`src/rtl/fetch_pkg.sv`:
```
// Shared types and constants for the instruction fetch stage.
// Optional performance counters are enabled by defining FETCH_PERF_EN.
package fetch_pkg;

    localparam int ADDR_W_DEF = 9;
    localparam int INSTR_W    = 32;
    localparam logic [INSTR_W-1:0] NOP_INSTR = 32'h0000_0013;

    typedef enum logic {
        S_HALT = 1'b0,
        S_RUN  = 1'b1
    } fetch_state_e;

endpackage

```
`src/rtl/fetch_if.sv`:
```
// Instruction memory read port and IF/ID stage outputs of the fetch unit.
interface fetch_if
    import fetch_pkg::*;
#(
    parameter int ADDR_W = ADDR_W_DEF
);

    logic [ADDR_W-1:0]  imem_ra;
    logic [INSTR_W-1:0] imem_rd;
    logic               id_valid;
    logic [ADDR_W-1:0]  id_pc;
    logic [INSTR_W-1:0] id_instr;

    modport master (
        output imem_ra,
        input  imem_rd,
        output id_valid,
        output id_pc,
        output id_instr
    );

    modport slave (
        input  imem_ra,
        output imem_rd,
        input  id_valid,
        input  id_pc,
        input  id_instr
    );

endinterface

```
`src/rtl/fetch_if_id_reg.sv`:
```
// IF/ID pipeline register: reset, bubble insertion, load, or hold.
module if_id_reg
    import fetch_pkg::*;
#(
    parameter int ADDR_W = ADDR_W_DEF
) (
    input  logic               clk,
    input  logic               reset,
    input  logic               load,
    input  logic               bubble,
    input  logic [ADDR_W-1:0]  pc_in,
    input  logic [INSTR_W-1:0] instr_in,
    output logic               valid_out,
    output logic [ADDR_W-1:0]  pc_out,
    output logic [INSTR_W-1:0] instr_out
);

    logic               valid_q, valid_d;
    logic [ADDR_W-1:0]  pc_q, pc_d;
    logic [INSTR_W-1:0] instr_q, instr_d;

    // Bubble wins over load so a redirect always squashes the wrong-path fetch.
    always_comb begin
        valid_d = valid_q;
        pc_d    = pc_q;
        instr_d = instr_q;
        if (bubble) begin
            valid_d = 1'b0;
            instr_d = NOP_INSTR;
        end else if (load) begin
            valid_d = 1'b1;
            pc_d    = pc_in;
            instr_d = instr_in;
        end
    end

    always_ff @(posedge clk) begin
        if (reset) begin
            valid_q <= 1'b0;
            pc_q    <= '0;
            instr_q <= NOP_INSTR;
        end else begin
            valid_q <= valid_d;
            pc_q    <= pc_d;
            instr_q <= instr_d;
        end
    end

    assign valid_out = valid_q;
    assign pc_out    = pc_q;
    assign instr_out = instr_q;

endmodule

```
`src/rtl/fetch_unit.sv`:
```
// Fetch stage: PC register, halt/run FSM, redirect handling and IF/ID register.
// Define FETCH_PERF_EN to build the fetched/bubble performance counters.
module fetch_unit
    import fetch_pkg::*;
#(
    parameter int                ADDR_W   = ADDR_W_DEF,
    parameter logic [ADDR_W-1:0] RESET_PC = '0
) (
    input  logic              clk,
    input  logic              reset,
    input  logic              fetch_en,
    input  logic              stall,
    input  logic              redirect_valid,
    input  logic [ADDR_W-1:0] redirect_pc,
    fetch_if.master           bus,
    output logic              misalign_err,
    output logic [31:0]       perf_fetched,
    output logic [31:0]       perf_bubbles
);

    fetch_state_e      state_q, state_d;
    logic [ADDR_W-1:0] pc_q, pc_d;
    logic              misalign_q, misalign_d;
    logic              load, bubble;

    logic               id_valid;
    logic [ADDR_W-1:0]  id_pc;
    logic [INSTR_W-1:0] id_instr;

    always_comb begin
        state_d = state_q;
        unique case (state_q)
            S_HALT: if (fetch_en) state_d = S_RUN;
            S_RUN:  if (!fetch_en && !redirect_valid) state_d = S_HALT;
            default: state_d = S_HALT;
        endcase
    end

    // A redirect overrides both stall and halt; the target is word-aligned by dropping bits [1:0].
    always_comb begin
        pc_d       = pc_q;
        misalign_d = misalign_q;
        load       = 1'b0;
        bubble     = 1'b0;
        if (redirect_valid) begin
            pc_d   = {redirect_pc[ADDR_W-1:2], 2'b00};
            bubble = 1'b1;
            if (redirect_pc[1:0] != 2'b00) misalign_d = 1'b1;
        end else if (!stall) begin
            if (state_q == S_RUN) begin
                load = 1'b1;
                pc_d = pc_q + ADDR_W'(4);
            end else begin
                bubble = 1'b1;
            end
        end
    end

    always_ff @(posedge clk) begin
        if (reset) begin
            state_q    <= S_HALT;
            pc_q       <= RESET_PC;
            misalign_q <= 1'b0;
        end else begin
            state_q    <= state_d;
            pc_q       <= pc_d;
            misalign_q <= misalign_d;
        end
    end

    if_id_reg #(.ADDR_W(ADDR_W)) u_if_id_reg (
        .clk       (clk),
        .reset     (reset),
        .load      (load),
        .bubble    (bubble),
        .pc_in     (pc_q),
        .instr_in  (bus.imem_rd),
        .valid_out (id_valid),
        .pc_out    (id_pc),
        .instr_out (id_instr)
    );

    assign bus.imem_ra  = pc_q;
    assign bus.id_valid = id_valid;
    assign bus.id_pc    = id_pc;
    assign bus.id_instr = id_instr;
    assign misalign_err = misalign_q;

`ifdef FETCH_PERF_EN
    logic [31:0] fetched_q, fetched_d;
    logic [31:0] bubbles_q, bubbles_d;

    always_comb begin
        fetched_d = fetched_q + {31'd0, load};
        bubbles_d = bubbles_q + {31'd0, bubble};
    end

    always_ff @(posedge clk) begin
        if (reset) begin
            fetched_q <= '0;
            bubbles_q <= '0;
        end else begin
            fetched_q <= fetched_d;
            bubbles_q <= bubbles_d;
        end
    end

    assign perf_fetched = fetched_q;
    assign perf_bubbles = bubbles_q;
`else
    assign perf_fetched = 32'd0;
    assign perf_bubbles = 32'd0;
`endif

endmodule
```
`src/flat_wrapper.sv`:
```
// flat-port wrapper written by rule: the top's interface ports become plain ports
module fetch_unit_flat import fetch_pkg::*;
#(
    parameter int                ADDR_W   = ADDR_W_DEF,
    parameter logic [ADDR_W-1:0] RESET_PC = '0
)
  (clk, reset, fetch_en, stall, redirect_valid, redirect_pc, misalign_err, perf_fetched, perf_bubbles, bus_imem_ra, bus_imem_rd, bus_id_valid, bus_id_pc, bus_id_instr);
  fetch_if #(.ADDR_W(ADDR_W)) bus_i ();
  input  logic clk;
  input  logic reset;
  input  logic fetch_en;
  input  logic stall;
  input  logic redirect_valid;
  input  logic [ADDR_W-1:0] redirect_pc;
  output logic misalign_err;
  output logic [31:0] perf_fetched;
  output logic [31:0] perf_bubbles;
  output wire logic [$bits(bus_i.imem_ra)-1:0] bus_imem_ra;
  input wire logic [$bits(bus_i.imem_rd)-1:0] bus_imem_rd;
  output wire logic [$bits(bus_i.id_valid)-1:0] bus_id_valid;
  output wire logic [$bits(bus_i.id_pc)-1:0] bus_id_pc;
  output wire logic [$bits(bus_i.id_instr)-1:0] bus_id_instr;
  assign bus_imem_ra = bus_i.imem_ra;
  assign bus_i.imem_rd = bus_imem_rd;
  assign bus_id_valid = bus_i.id_valid;
  assign bus_id_pc = bus_i.id_pc;
  assign bus_id_instr = bus_i.id_instr;
  fetch_unit #(.ADDR_W(ADDR_W), .RESET_PC(RESET_PC)) u_core (.clk(clk), .reset(reset), .fetch_en(fetch_en), .stall(stall), .redirect_valid(redirect_valid), .redirect_pc(redirect_pc), .bus(bus_i), .misalign_err(misalign_err), .perf_fetched(perf_fetched), .perf_bubbles(perf_bubbles));
endmodule
```
`config.mk`:
```
export PLATFORM = sky130hd
export DESIGN_NAME = fetch_unit_flat
export DESIGN_NICKNAME = d
export VERILOG_FILES = /design/src/rtl/fetch_pkg.sv /design/src/rtl/fetch_if.sv /design/src/rtl/fetch_if_id_reg.sv /design/src/rtl/fetch_unit.sv /design/src/flat_wrapper.sv
export SDC_FILE = /design/constraint.sdc
export NUM_CORES = 1
export LEC_CHECK = 0
export BUFFER_PORTS_ARGS = -buffer_cell sky130_fd_sc_hd__clkbuf_2
export CORE_UTILIZATION = 44
export DETAILED_ROUTE_END_ITERATION = 8
export PLACE_DENSITY = 0.85
export SETUP_SLACK_MARGIN = 0.02
export SYNTH_ARGS = -nofsm -noshare
export SYNTH_HDL_FRONTEND = slang
export SYNTH_SLANG_ARGS = --single-unit
```
`constraint.sdc`:
```
create_clock -name clk -period 4 [get_ports clk]
set_input_delay 0.6 -clock clk [delete_from_list [all_inputs] [get_ports clk]]
set_output_delay 0.6 -clock clk [all_outputs]
set_load 0.05 [all_outputs]
```
==> results.md, run 1 <==
* CTS max path bufs at 2
* Final Hold Vio Count at 0
* Fraction of layout cells with a size suffix above 1 at a little over a quarter
* Yosys warns at 0
* Critical Path, Cell by Cell: clkbuf_2 -> or3b_1 -> nand2_1 -> a21oi_1
* Synthesized cell area at about 2300 µm²
* Final nets at 428
* Most used DFF post-synth: dfxtp_1
* Vias/cell at 4.39
* CP Class: in -> reg
* Core box area at 5110 µm²
* RD Place Congestion at 0.709
* Reg2reg end: u_core.u_if_id_reg.instr_out[9]$_SDFFE_PP0P_
* Reg-to-reg startpoint: u_core.state_q$_SDFF_PP0_
* Register area share after synthesis at 42.0%
* Crit path largest cell delay at approximately 990 ps
* Slowest-stage cell, CP: or3b_1
* Max-Cap Viols at 0
* Max Fanout on Critical Path at 39
* Status: complete, no violations
* Synth top area share at 42.0%
* Top post-synthesis cells by count: 79 x nand2_1, 68 x buf_4, 49 x dfxtp_1
* Number of synthesized register bits at a little under 50
* Grt ovf at 0
* Max rail drop VDD at 0.000151 V
* H-Tree Level Count at 2
* Pwr dens at 390 nW/µm²
* Cell family with most CP delay: simple AND/OR/NAND/NOR gates
* Dpl ws at 1780 ps
* Post-CTS resize count at 0
* Full die area at ~5600 µm²
* Routed WL at 4400 µm
* Footprint of the multi-input gates at 1020 µm²
* Worst-path clk slew at about 80 ps
* Final setup vio count at 0
* Skew final at about 13 ps
* Fillers at 512
* Top-count cell post-synth: nand2_1
* Hold depth at 2
* Post-CTS Setup Inserts at 0
* WP data required at 4210 ps
* CTS Buf Count at 5
* Total I/O pin count at around 160
* Hold EP: u_core.u_if_id_reg.instr_out[28]$_SDFFE_PP0P_
* Leakage at between 1 and 1.5 nW
* Syn Inst Count at 295
* Detail Placement HPWL at approximately 3200 µm
* PortBufs at 93
* RSZ-0062 raised after global routing: no
* Max Freq at 0.529 GHz
* Initial antenna violation count at 0
* Fin crit period at 1890 ps
* Via count at 1978
* Cell row count at 26
* Worst-Margin Slew at 1280 ps
* Reg2Reg Setup Slack at 2120 ps
* Die Wd at 74.8 µm
* Slew headroom at 15.0%
* CTS sink cnt at about 50
* Post-route ant nets at 0
* HP Start: u_core.u_if_id_reg.instr_out[28]$_SDFFE_PP0P_
* First-pass GRT wire length at 6530 µm
* Fin crit share at 47.2%
* CP endpoint kind: flip-flop
* Number of flops mapped to enable cells by yosys at 0
* CTS Hold Buffers Added at 0
* Total GRT Usage at 15.1%
* Clk_lat worst skew at 300 ps
* Initial Utilization at 45.7%
* DR WL/cell at 9.75 µm
* Post-synth ARST share at 0%
* Distinct cells, synth at 29
* Final core occ at 52.3%
* Worst Path Buf+Inv at 1
* Initial DRT Pass Iterations at 4
* Top cells by area, synth: dfxtp_1 42%, buf_4 22%, nand2_1 13%
* Die Y at 74.8 µm
* ANT cells at 0
* Syn Area/Cell at 7.91 µm²
* TritonCTS clock tree: done
* Initial DRC count at 46
* Startpoint types: input pin
* Residual DRC at 0
* Final setup TNS at 0 ps
* Slew Limit Fails at 0
* Area grow syn2layout at 14.4%
* Pin count of the biggest net entering global routing at 40
* Reg2reg path depth at 3
* Reg area at slightly below 1000 µm²
* Hold/Removal Path Class: reg -> reg
* Critical path arrival at 2100 ps
* Number of global-route vias before repair at 1488
* Worst Slack Setup Final at 2110 ps
* CTS root buffer: clkbuf_8
* Dominant cell type by area after synthesis: dfxtp_1
-- worst max path at each step --
stage,startpoint,endpoint,slack [ps],depth (start not counted)
floorplan,u_core.bus.imem_ra[2]$_SDFFE_PP0P_,u_core.bus.imem_ra[8]$_SDFFE_PP0P_,2290,4
finish,redirect_valid,u_core.u_if_id_reg.instr_out[9]$_SDFFE_PP0P_,2110,4
global placement,redirect_valid,u_core.u_if_id_reg.instr_out[21]$_SDFFE_PP0P_,1850,4
detailed placement,redirect_valid,u_core.u_if_id_reg.instr_out[3]$_SDFFE_PP0P_,1780,4
CTS,redirect_valid,u_core.u_if_id_reg.instr_out[3]$_SDFFE_PP0P_,2090,4
global route,u_core.state_q$_SDFF_PP0_,u_core.u_if_id_reg.instr_out[2]$_SDFFE_PP0P_,1960,4
-- tightest hold or removal path, stage by stage, from the launching register on --
cell and delay [ps]:
dfxtp_1 310, nand2_1 50, a21oi_1 50
-- layer usage --
metal | track usage (%) | wire (µm) | up-vias
met5 | 0 | 0 | -
met4 | 5.24 | 42 | 0
met3 | 4.02 | 276 | 4
met2 | 25.9 | 2220 | 97
met1 | 18.3 | 1860 | 890
li1 | - | - | 987
-- per-stage QoR --
step	cell area [µm²]	hold slack, ps	std cells	total power [mW]
after floorplan	2580	551	362	0.774
after global placement	2580	434	444	0.760
after detailed placement	2580	445	444	0.761
after CTS	2670	458	451	1.05
after global routing	2670	477	451	1.10
final	2670	453	451	1.04
-- layout by cell type, fill, tap and decap left out, types with 2 or more instances in the layout --
master / Yosys / layout
a211oi_1: 3 / 3
a21oi_1: 38 / 38
a311oi_1: 2 / 2
clkbuf_2: 0 / 93
clkbuf_8: 0 / 6
conb_1: 1 / 68
dfxtp_1: 49 / 49
inv_1: 4 / 4
nand2_1: 79 / 79
nand3_1: 4 / 4
nor2_1: 9 / 9
o21ai_0: 6 / 5
or3_1: 3 / 3
xnor2_1: 2 / 2
-- sequential cells by signal, indices dropped and copies added (netlist names) --
| register | count |
|---|---|
| u_core.u_if_id_reg.instr_out | 32 |
| u_core.bus.imem_ra | 7 |
| u_core.u_if_id_reg.pc_out | 7 |
| u_core.misalign_err | 1 |
| u_core.state_q | 1 |
| u_core.u_if_id_reg.valid_out | 1 |
-- cells by family (layout without fill, tap and decap cells) --
| family | Yosys count | in the layout | share of synthesized area (%) |
|---|---|---|---|
| DFF | 49 | 49 | 42.0 |
| buffers and inverters | 86 | 105 | 25.3 |
| other | 1 | 68 | 0.161 |
| AOI/OAI and AO/OA | 54 | 54 | 12.8 |
| muxes | 1 | 1 | 0.429 |
| and+or+nand+nor | 101 | 101 | 18.0 |
| adders and majority gates | 1 | 1 | 0.536 |
| xor gates and xnor gates | 2 | 2 | 0.751 |
-- cell type report --
type,count,share of cell area (%)
multi-input cells,227,38.3
flip-flops and latches,49,36.7
repair buffers,94,17.7
well taps,70,3.28
clock buffers,6,3.09
inverters,4,0.562
clock inverters,1,0.281
-- power breakdown --
part / switching [mW] / leakage [nW] / internal, mW / total [mW]
combinational: 0.207 / 0.798 / 0.0346 / 0.242
clock: 0.154 / 0.0433 / 0.137 / 0.291
sequential: 0.0108 / 0.398 / 0.497 / 0.508
total: 0.372 / 1.24 / 0.669 / 1.04
No activity file was read; power rests on OpenSTA's default activity.
==> inputs of run 2 (changes only) <==
- CORE_UTILIZATION: 44 -> 37
- PLACE_DENSITY: 0.85 -> 0.76
- clock period: 4 -> 1.65 ns (I/O delays scaled with it)
==> results.md, run 2 (synthesis results as in run 1) <==
* CTS sink cnt at 49 (unchanged)
* Final setup TNS at 0 ps (unchanged)
* Die Wd at 81.4 µm (was 74.8 µm)
* Reg2reg end: u_core.bus.imem_ra[6]$_SDFFE_PP0P_ (was u_core.u_if_id_reg.instr_out[9]$_SDFFE_PP0P_)
* CP endpoint kind: flip-flop (unchanged)
* Total GRT Usage at 12.9% (was 15.1%)
* Worst-Margin Slew at 558 ps (was 1280 ps)
* DR WL/cell at 10.0 µm (was 9.75 µm)
* H-Tree Level Count at 2 (unchanged)
* Slew Limit Fails at 0 (unchanged)
* Footprint of the multi-input gates at 1020 µm² (unchanged)
* Fin Hold WS at 152 ps (was 453 ps)
* CP Class: reg -> reg (was in -> reg)
* Vias/cell at 4.22 (was 4.39)
* Startpoint types: flip-flop (was input pin)
* WP data required at 1850 ps (was 4210 ps)
* TritonCTS clock tree: done (unchanged)
* Hold depth at 3 (was 2)
* Hold/Removal Path Class: in -> reg (was reg -> reg)
* Status: complete, no violations (unchanged)
* Via count at 1950 (was 1978)
* PortBufs at 93 (unchanged)
* Fin crit share at 85.8%
* CTS root buffer: clkbuf_8 (unchanged)
* CTS Buf Count at 5 (unchanged)
* First-pass GRT wire length at 6650 µm (was 6530 µm)
* Max Fanout on Critical Path at 5 (was 39)
* Clk_lat worst skew at 290 ps (was 300 ps)
* Cell row count at 28 (was 26)
* Core box area at 5990 µm² (was 5110 µm²)
* Number of global-route vias before repair at 1483 (was 1488)
* Worst Path Buf+Inv at 0 (was 1)
* Crit path largest cell delay at 390 ps (was 990 ps)
* HP Start: bus_imem_rd[4] (was u_core.u_if_id_reg.instr_out[28]$_SDFFE_PP0P_)
* Fraction of layout cells with a size suffix above 1 at 28.7% (was 27.0%)
* Detail Placement HPWL at 3510 µm (was 3250 µm)
* Initial Utilization at 39.0% (was 45.7%)
* ANT cells at 0 (unchanged)
* RD Place Congestion at 0.803 (was 0.709)
* Die Y at 81.4 µm (was 74.8 µm)
* CTS max path bufs at 2 (unchanged)
* Reg2reg path depth at 4 (was 3)
* Pwr dens at 946 nW/µm² (was 390 nW/µm²)
* Slew headroom at 62.8% (was 15.0%)
* Initial DRC count at 33 (was 46)
* Post-CTS resize count at 0 (unchanged)
* Slowest-stage cell, CP: dfxtp_2 (was or3b_1)
* Initial DRT Pass Iterations at 6 (was 4)
* Routed WL at 4620 µm (was 4400 µm)
* Hold EP: u_core.u_if_id_reg.instr_out[4]$_SDFFE_PP1P_ (was u_core.u_if_id_reg.instr_out[28]$_SDFFE_PP0P_)
* Post-route ant nets at 0 (unchanged)
* Pin count of the biggest net entering global routing at 23 (was 40)
* Max-Cap Viols at 0 (unchanged)
* Reg2Reg Setup Slack at 230 ps (was 2120 ps)
* Reg-to-reg startpoint: u_core.bus.imem_ra[2]$_SDFFE_PP0P_ (was u_core.state_q$_SDFF_PP0_)
* Final nets at 433 (was 428)
* Post-CTS Setup Inserts at 0 (unchanged)
* Area grow syn2layout at 17.4% (was 14.4%)
* Leakage at 1.28 nW (was 1.24 nW)
* Worst-path clk slew at 90 ps (was 80 ps)
* Grt ovf at 0 (unchanged)
* Skew final at 5.94 ps (was 13.0 ps)
* Most frequent cells in the layout: 93 x clkbuf_2, 79 x nand2_1, 68 x conb_1 (unchanged)
* Final Hold Vio Count at 0 (unchanged)
* Final total power at 2.59 mW (was 1.04 mW)
* Critical Path, Cell by Cell: ha_1 -> nand3b_1 -> or3_1 -> a311oi_1 (was clkbuf_2 -> or3b_1 -> nand2_1 -> a21oi_1)
* Max reg flops at 32 (unchanged)
* Fin crit period at approximately 1400 ps
* Fillers at 640 (was 512)
* Max Freq at between 0.7 and 0.8 GHz
* Total I/O pin count at 162 (unchanged)
* Most common cell after layout, fill and taps aside: clkbuf_2 (unchanged)
* Max rail drop VDD at 0.000395 V (was 0.000151 V)
* Residual DRC at 0 (unchanged)
* Critical path arrival at 1620 ps (was 2100 ps)
* RSZ-0062 raised after global routing: no (unchanged)
* CTS Hold Buffers Added at 0 (unchanged)
* Cell family with most CP delay: simple AND/OR/NAND/NOR gates (unchanged)
* Full die area at 6630 µm² (was 5600 µm²)
* Final setup vio count at 0 (unchanged)
* Reg area at 983 µm² (was 981 µm²)
* Initial antenna violation count at 0 (unchanged)
[run 2: cell type report]
cell class                      instances  area share, %
Clock buffer                            7           3.52
Sequential cell                        49           35.9
Inverter                                4          0.548
Timing Repair Buffer                   99           19.1
Tap cell                               75           3.42
Clock inverter                          1          0.183
Multi-Input combinational cell        227           37.4
[run 2: how the worst max path moves through the flow]
| stage | start | to | slack [ps] | cells after the start |
|---|---|---|---|---|
| finish | u_core.bus.imem_ra[2]$_SDFFE_PP0P_ | u_core.bus.imem_ra[6]$_SDFFE_PP0P_ | 230 | 4 |
| CTS | u_core.bus.imem_ra[2]$_SDFFE_PP0P_ | u_core.bus.imem_ra[6]$_SDFFE_PP0P_ | 230 | 4 |
| global route | u_core.state_q$_SDFF_PP0_ | u_core.u_if_id_reg.instr_out[3]$_SDFFE_PP0P_ | 180 | 4 |
| floorplan | u_core.bus.imem_ra[2]$_SDFFE_PP0P_ | u_core.bus.imem_ra[8]$_SDFFE_PP0P_ | 150 | 4 |
| detailed placement | u_core.bus.imem_ra[2]$_SDFFE_PP0P_ | u_core.bus.imem_ra[6]$_SDFFE_PP0P_ | 260 | 4 |
| global placement | stall | u_core.bus.imem_ra[8]$_SDFFE_PP0P_ | 320 | 4 |
[run 2: tightest hold or removal path, delay by kind of cell]
kind | cells | cell delay (ps)
AND/OR/NAND/NOR | 2 | 100
buffers and inverters | 1 | 70
[run 2: power by group]
part / total (mW) / switching, mW / internal (mW)
Sequential: 1.23 / 0.0265 / 1.21
Combinational: 0.600 / 0.507 / 0.0927
Clock: 0.758 / 0.379 / 0.379
Total: 2.59 / 0.912 / 1.68
[run 2: routing by layer]
layer | GRT usage, % | vias to the layer above | part of all wire, %
li1 | - | 1000 | -
met1 | 15.4 | 858 | 43
met2 | 22.8 | 90 | 50
met3 | 3.33 | 2 | 7.1
met4 | 3.21 | 0 | 0.22
met5 | 0 | - | 0
[run 2: through the flow]
stage	instance area (µm²)	std cells	util (%)	setup WS, ps
after global routing	2740	462	45.7	176
after CTS	2740	462	45.7	235
after global placement	2640	454	44.0	322
after detailed placement	2640	454	44.0	256
after floorplan	2590	362	-	150
final	2740	462	45.7	235
==> inputs of run 3 (changes only) <==
- BUFFER_PORTS_ARGS: -buffer_cell sky130_fd_sc_hd__clkbuf_2 -> -buffer_cell sky130_fd_sc_hd__buf_2
- CAP_MARGIN: default -> 20
==> results.md, run 3 (synthesis results as in run 1) <==
* Vias/cell at 4.20 (was 4.22)
* Most frequent cells in the layout: 93 x buf_2, 79 x nand2_1, 68 x conb_1 (was 93 x clkbuf_2, 79 x nand2_1, 68 x conb_1)
* CP Class: reg -> reg (unchanged)
* Post-route ant nets at 0 (unchanged)
* Final setup vio count at 0 (unchanged)
* CTS sink cnt at 49 (unchanged)
* Max rail drop VDD at 0.000351 V (was 0.000395 V)
* WP data required at 1860 ps (was 1850 ps)
* Leakage at 1.29 nW (was 1.28 nW)
* Final total power at 2.50 mW (was 2.59 mW)
* Worst-path clk slew at 90 ps (about the same)
* H-Tree Level Count at 2 (unchanged)
* CP Capture Point: u_core.bus.imem_ra[8]$_SDFFE_PP0P_ (was u_core.bus.imem_ra[6]$_SDFFE_PP0P_)
* Reg2Reg Setup Slack at 270 ps (was 230 ps)
* Fraction of layout cells with a size suffix above 1 at 28.4% (was 28.7%)
* CTS root buffer: clkbuf_8 (unchanged)
* Total I/O pin count at 162 (unchanged)
* Final setup TNS at 0 ps (unchanged)
* CP startpoint: u_core.bus.imem_ra[2]$_SDFFE_PP0P_ (unchanged)
* Post-CTS Setup Inserts at 0 (unchanged)
* Reg2reg end: u_core.bus.imem_ra[8]$_SDFFE_PP0P_ (was u_core.bus.imem_ra[6]$_SDFFE_PP0P_)
* Detail Placement HPWL at 3510 µm (about the same)
* Cell row count at 28 (unchanged)
* Fillers at 641 (was 640)
* Critical path arrival at 1590 ps (was 1620 ps)
* Pwr dens at 920 nW/µm² (was 946 nW/µm²)
* RSZ-0062 raised after global routing: no (unchanged)
* Skew final at 8.33 ps (was 5.94 ps)
* Fin crit share at 83.7% (was 85.8%)
* Status: complete, no violations (unchanged)
* ANT cells at 0 (unchanged)
* CTS Hold Buffers Added at 0 (unchanged)
* Final Hold Vio Count at 0 (unchanged)
* Pin count of the biggest net entering global routing at 23 (unchanged)
* Full die area at 6630 µm² (unchanged)
* Core box area at 5990 µm² (unchanged)
* Dpl ws at 279 ps (was 256 ps)
* Die Wd at 81.4 µm (unchanged)
* Routed WL at 4650 µm (was 4620 µm)
* Via count at 1944 (was 1950)
* DR WL/cell at 10.0 µm (about the same)
* Initial Utilization at 39.0% (unchanged)
* Initial DRC count at 76 (was 33)
* Grt ovf at 0 (unchanged)
* Initial antenna violation count at 0 (unchanged)
* TritonCTS clock tree: done (unchanged)
* CP endpoint kind: flip-flop (unchanged)
* CTS max path bufs at 2 (unchanged)
* Most common cell after layout, fill and taps aside: buf_2 (was clkbuf_2)
* Startpoint types: flip-flop (unchanged)
* PortBufs at 93 (unchanged)
* Max Fanout on Critical Path at 5 (unchanged)
* Max Freq at 0.724 GHz (was 0.707 GHz)
* Number of global-route vias before repair at 1553 (was 1483)
* Final nets at 434 (was 433)
* Fin crit period at 1380 ps (was 1420 ps)
* CTS Buf Count at 5 (unchanged)
* First-pass GRT wire length at 6980 µm (was 6650 µm)
* Max-Cap Viols at 0 (unchanged)
* Slew Limit Fails at 0 (unchanged)
* Die Y at 81.4 µm (unchanged)
* Reg-to-reg startpoint: u_core.bus.imem_ra[2]$_SDFFE_PP0P_ (unchanged)
* Clk_lat worst skew at 290 ps (about the same)
* RD Place Congestion at 0.812 (was 0.803)
* Hold/Removal Path Class: in -> reg (unchanged)
* Worst Slack Setup Final at 269 ps (was 235 ps)
* Total GRT Usage at 13.7% (was 12.9%)
* Reg2reg path depth at 4 (unchanged)
* Area grow syn2layout at 16.5% (was 17.4%)
* Fin Hold WS at 158 ps (was 152 ps)
* Post-CTS resize count at 0 (unchanged)
* Residual DRC at 0 (unchanged)
* Initial DRT Pass Iterations at 4 (was 6)
* Max reg flops at 32 (unchanged)
[run 3: changes by cell type in the layout (fill, tap and decap cells not counted)]
| cell | change |
|---|---|
| buf_12 | -1 |
| clkinv_2 | -1 |
| buf_4 | +2 |
| clkbuf_2 | -93 |
| clkinvlp_4 | +1 |
| buf_2 | +93 |
| clkbuf_1 | +2 |
| clkbuf_8 | -2 |
[run 3: metal layers]
layer,global-route usage [%],part of all wire [%],vias up
li1,-,-,1002
met4,3.57,0.28,0
met3,4.11,7.1,2
met5,0,0,-
met1,15.8,41,851
met2,24.6,51,89
[run 3: final cells by class]
class	instances	area, µm²	share of cell area (%)
clock inverter	1	7.51	0.276
inverter	4	15.0	0.552
clock buffer	7	76.3	2.81
sequential	49	983	36.2
tap	75	93.8	3.45
timing repair buffer	100	518	19.1
multi-input combinational	227	1020	37.7
[run 3: how the worst min path moves through the flow]
stage	startpoint	end	cells after the start
global route	bus_imem_rd[0]	u_core.u_if_id_reg.instr_out[0]$_SDFFE_PP1P_	3
finish	bus_imem_rd[1]	u_core.u_if_id_reg.instr_out[1]$_SDFFE_PP1P_	3
detailed placement	u_core.misalign_err$_SDFFE_PP0P_	u_core.misalign_err$_SDFFE_PP0P_	2
global placement	u_core.misalign_err$_SDFFE_PP0P_	u_core.misalign_err$_SDFFE_PP0P_	2
CTS	bus_imem_rd[4]	u_core.u_if_id_reg.instr_out[4]$_SDFFE_PP1P_	3
floorplan	redirect_valid	u_core.bus.imem_ra[5]$_SDFFE_PP0P_	1
[run 3: power by group]
group	switching [mW]	total (mW)	internal [mW]	leakage, nW
clock	0.372	0.672	0.300	0.0385
combinational	0.506	0.597	0.0912	0.850
sequential	0.0243	1.23	1.21	0.398
[run 3: metrics by stage]
| step | instance area (µm²) | util [%] | instances |
|---|---|---|---|
| after global routing | 2720 | 45.4 | 463 |
| after detailed placement | 2630 | 44.0 | 455 |
| final | 2720 | 45.4 | 463 |
| after CTS | 2720 | 45.4 | 463 |
| after floorplan | 2590 | - | 362 |
| after global placement | 2630 | 44.0 | 455 |
[run 3: worst max-delay path, stage by stage (launching register included)]
cell and delay [ps]:
dfxtp_2 380, ha_1 150, nand3b_1 150, or3_1 380, a311oi_1 240
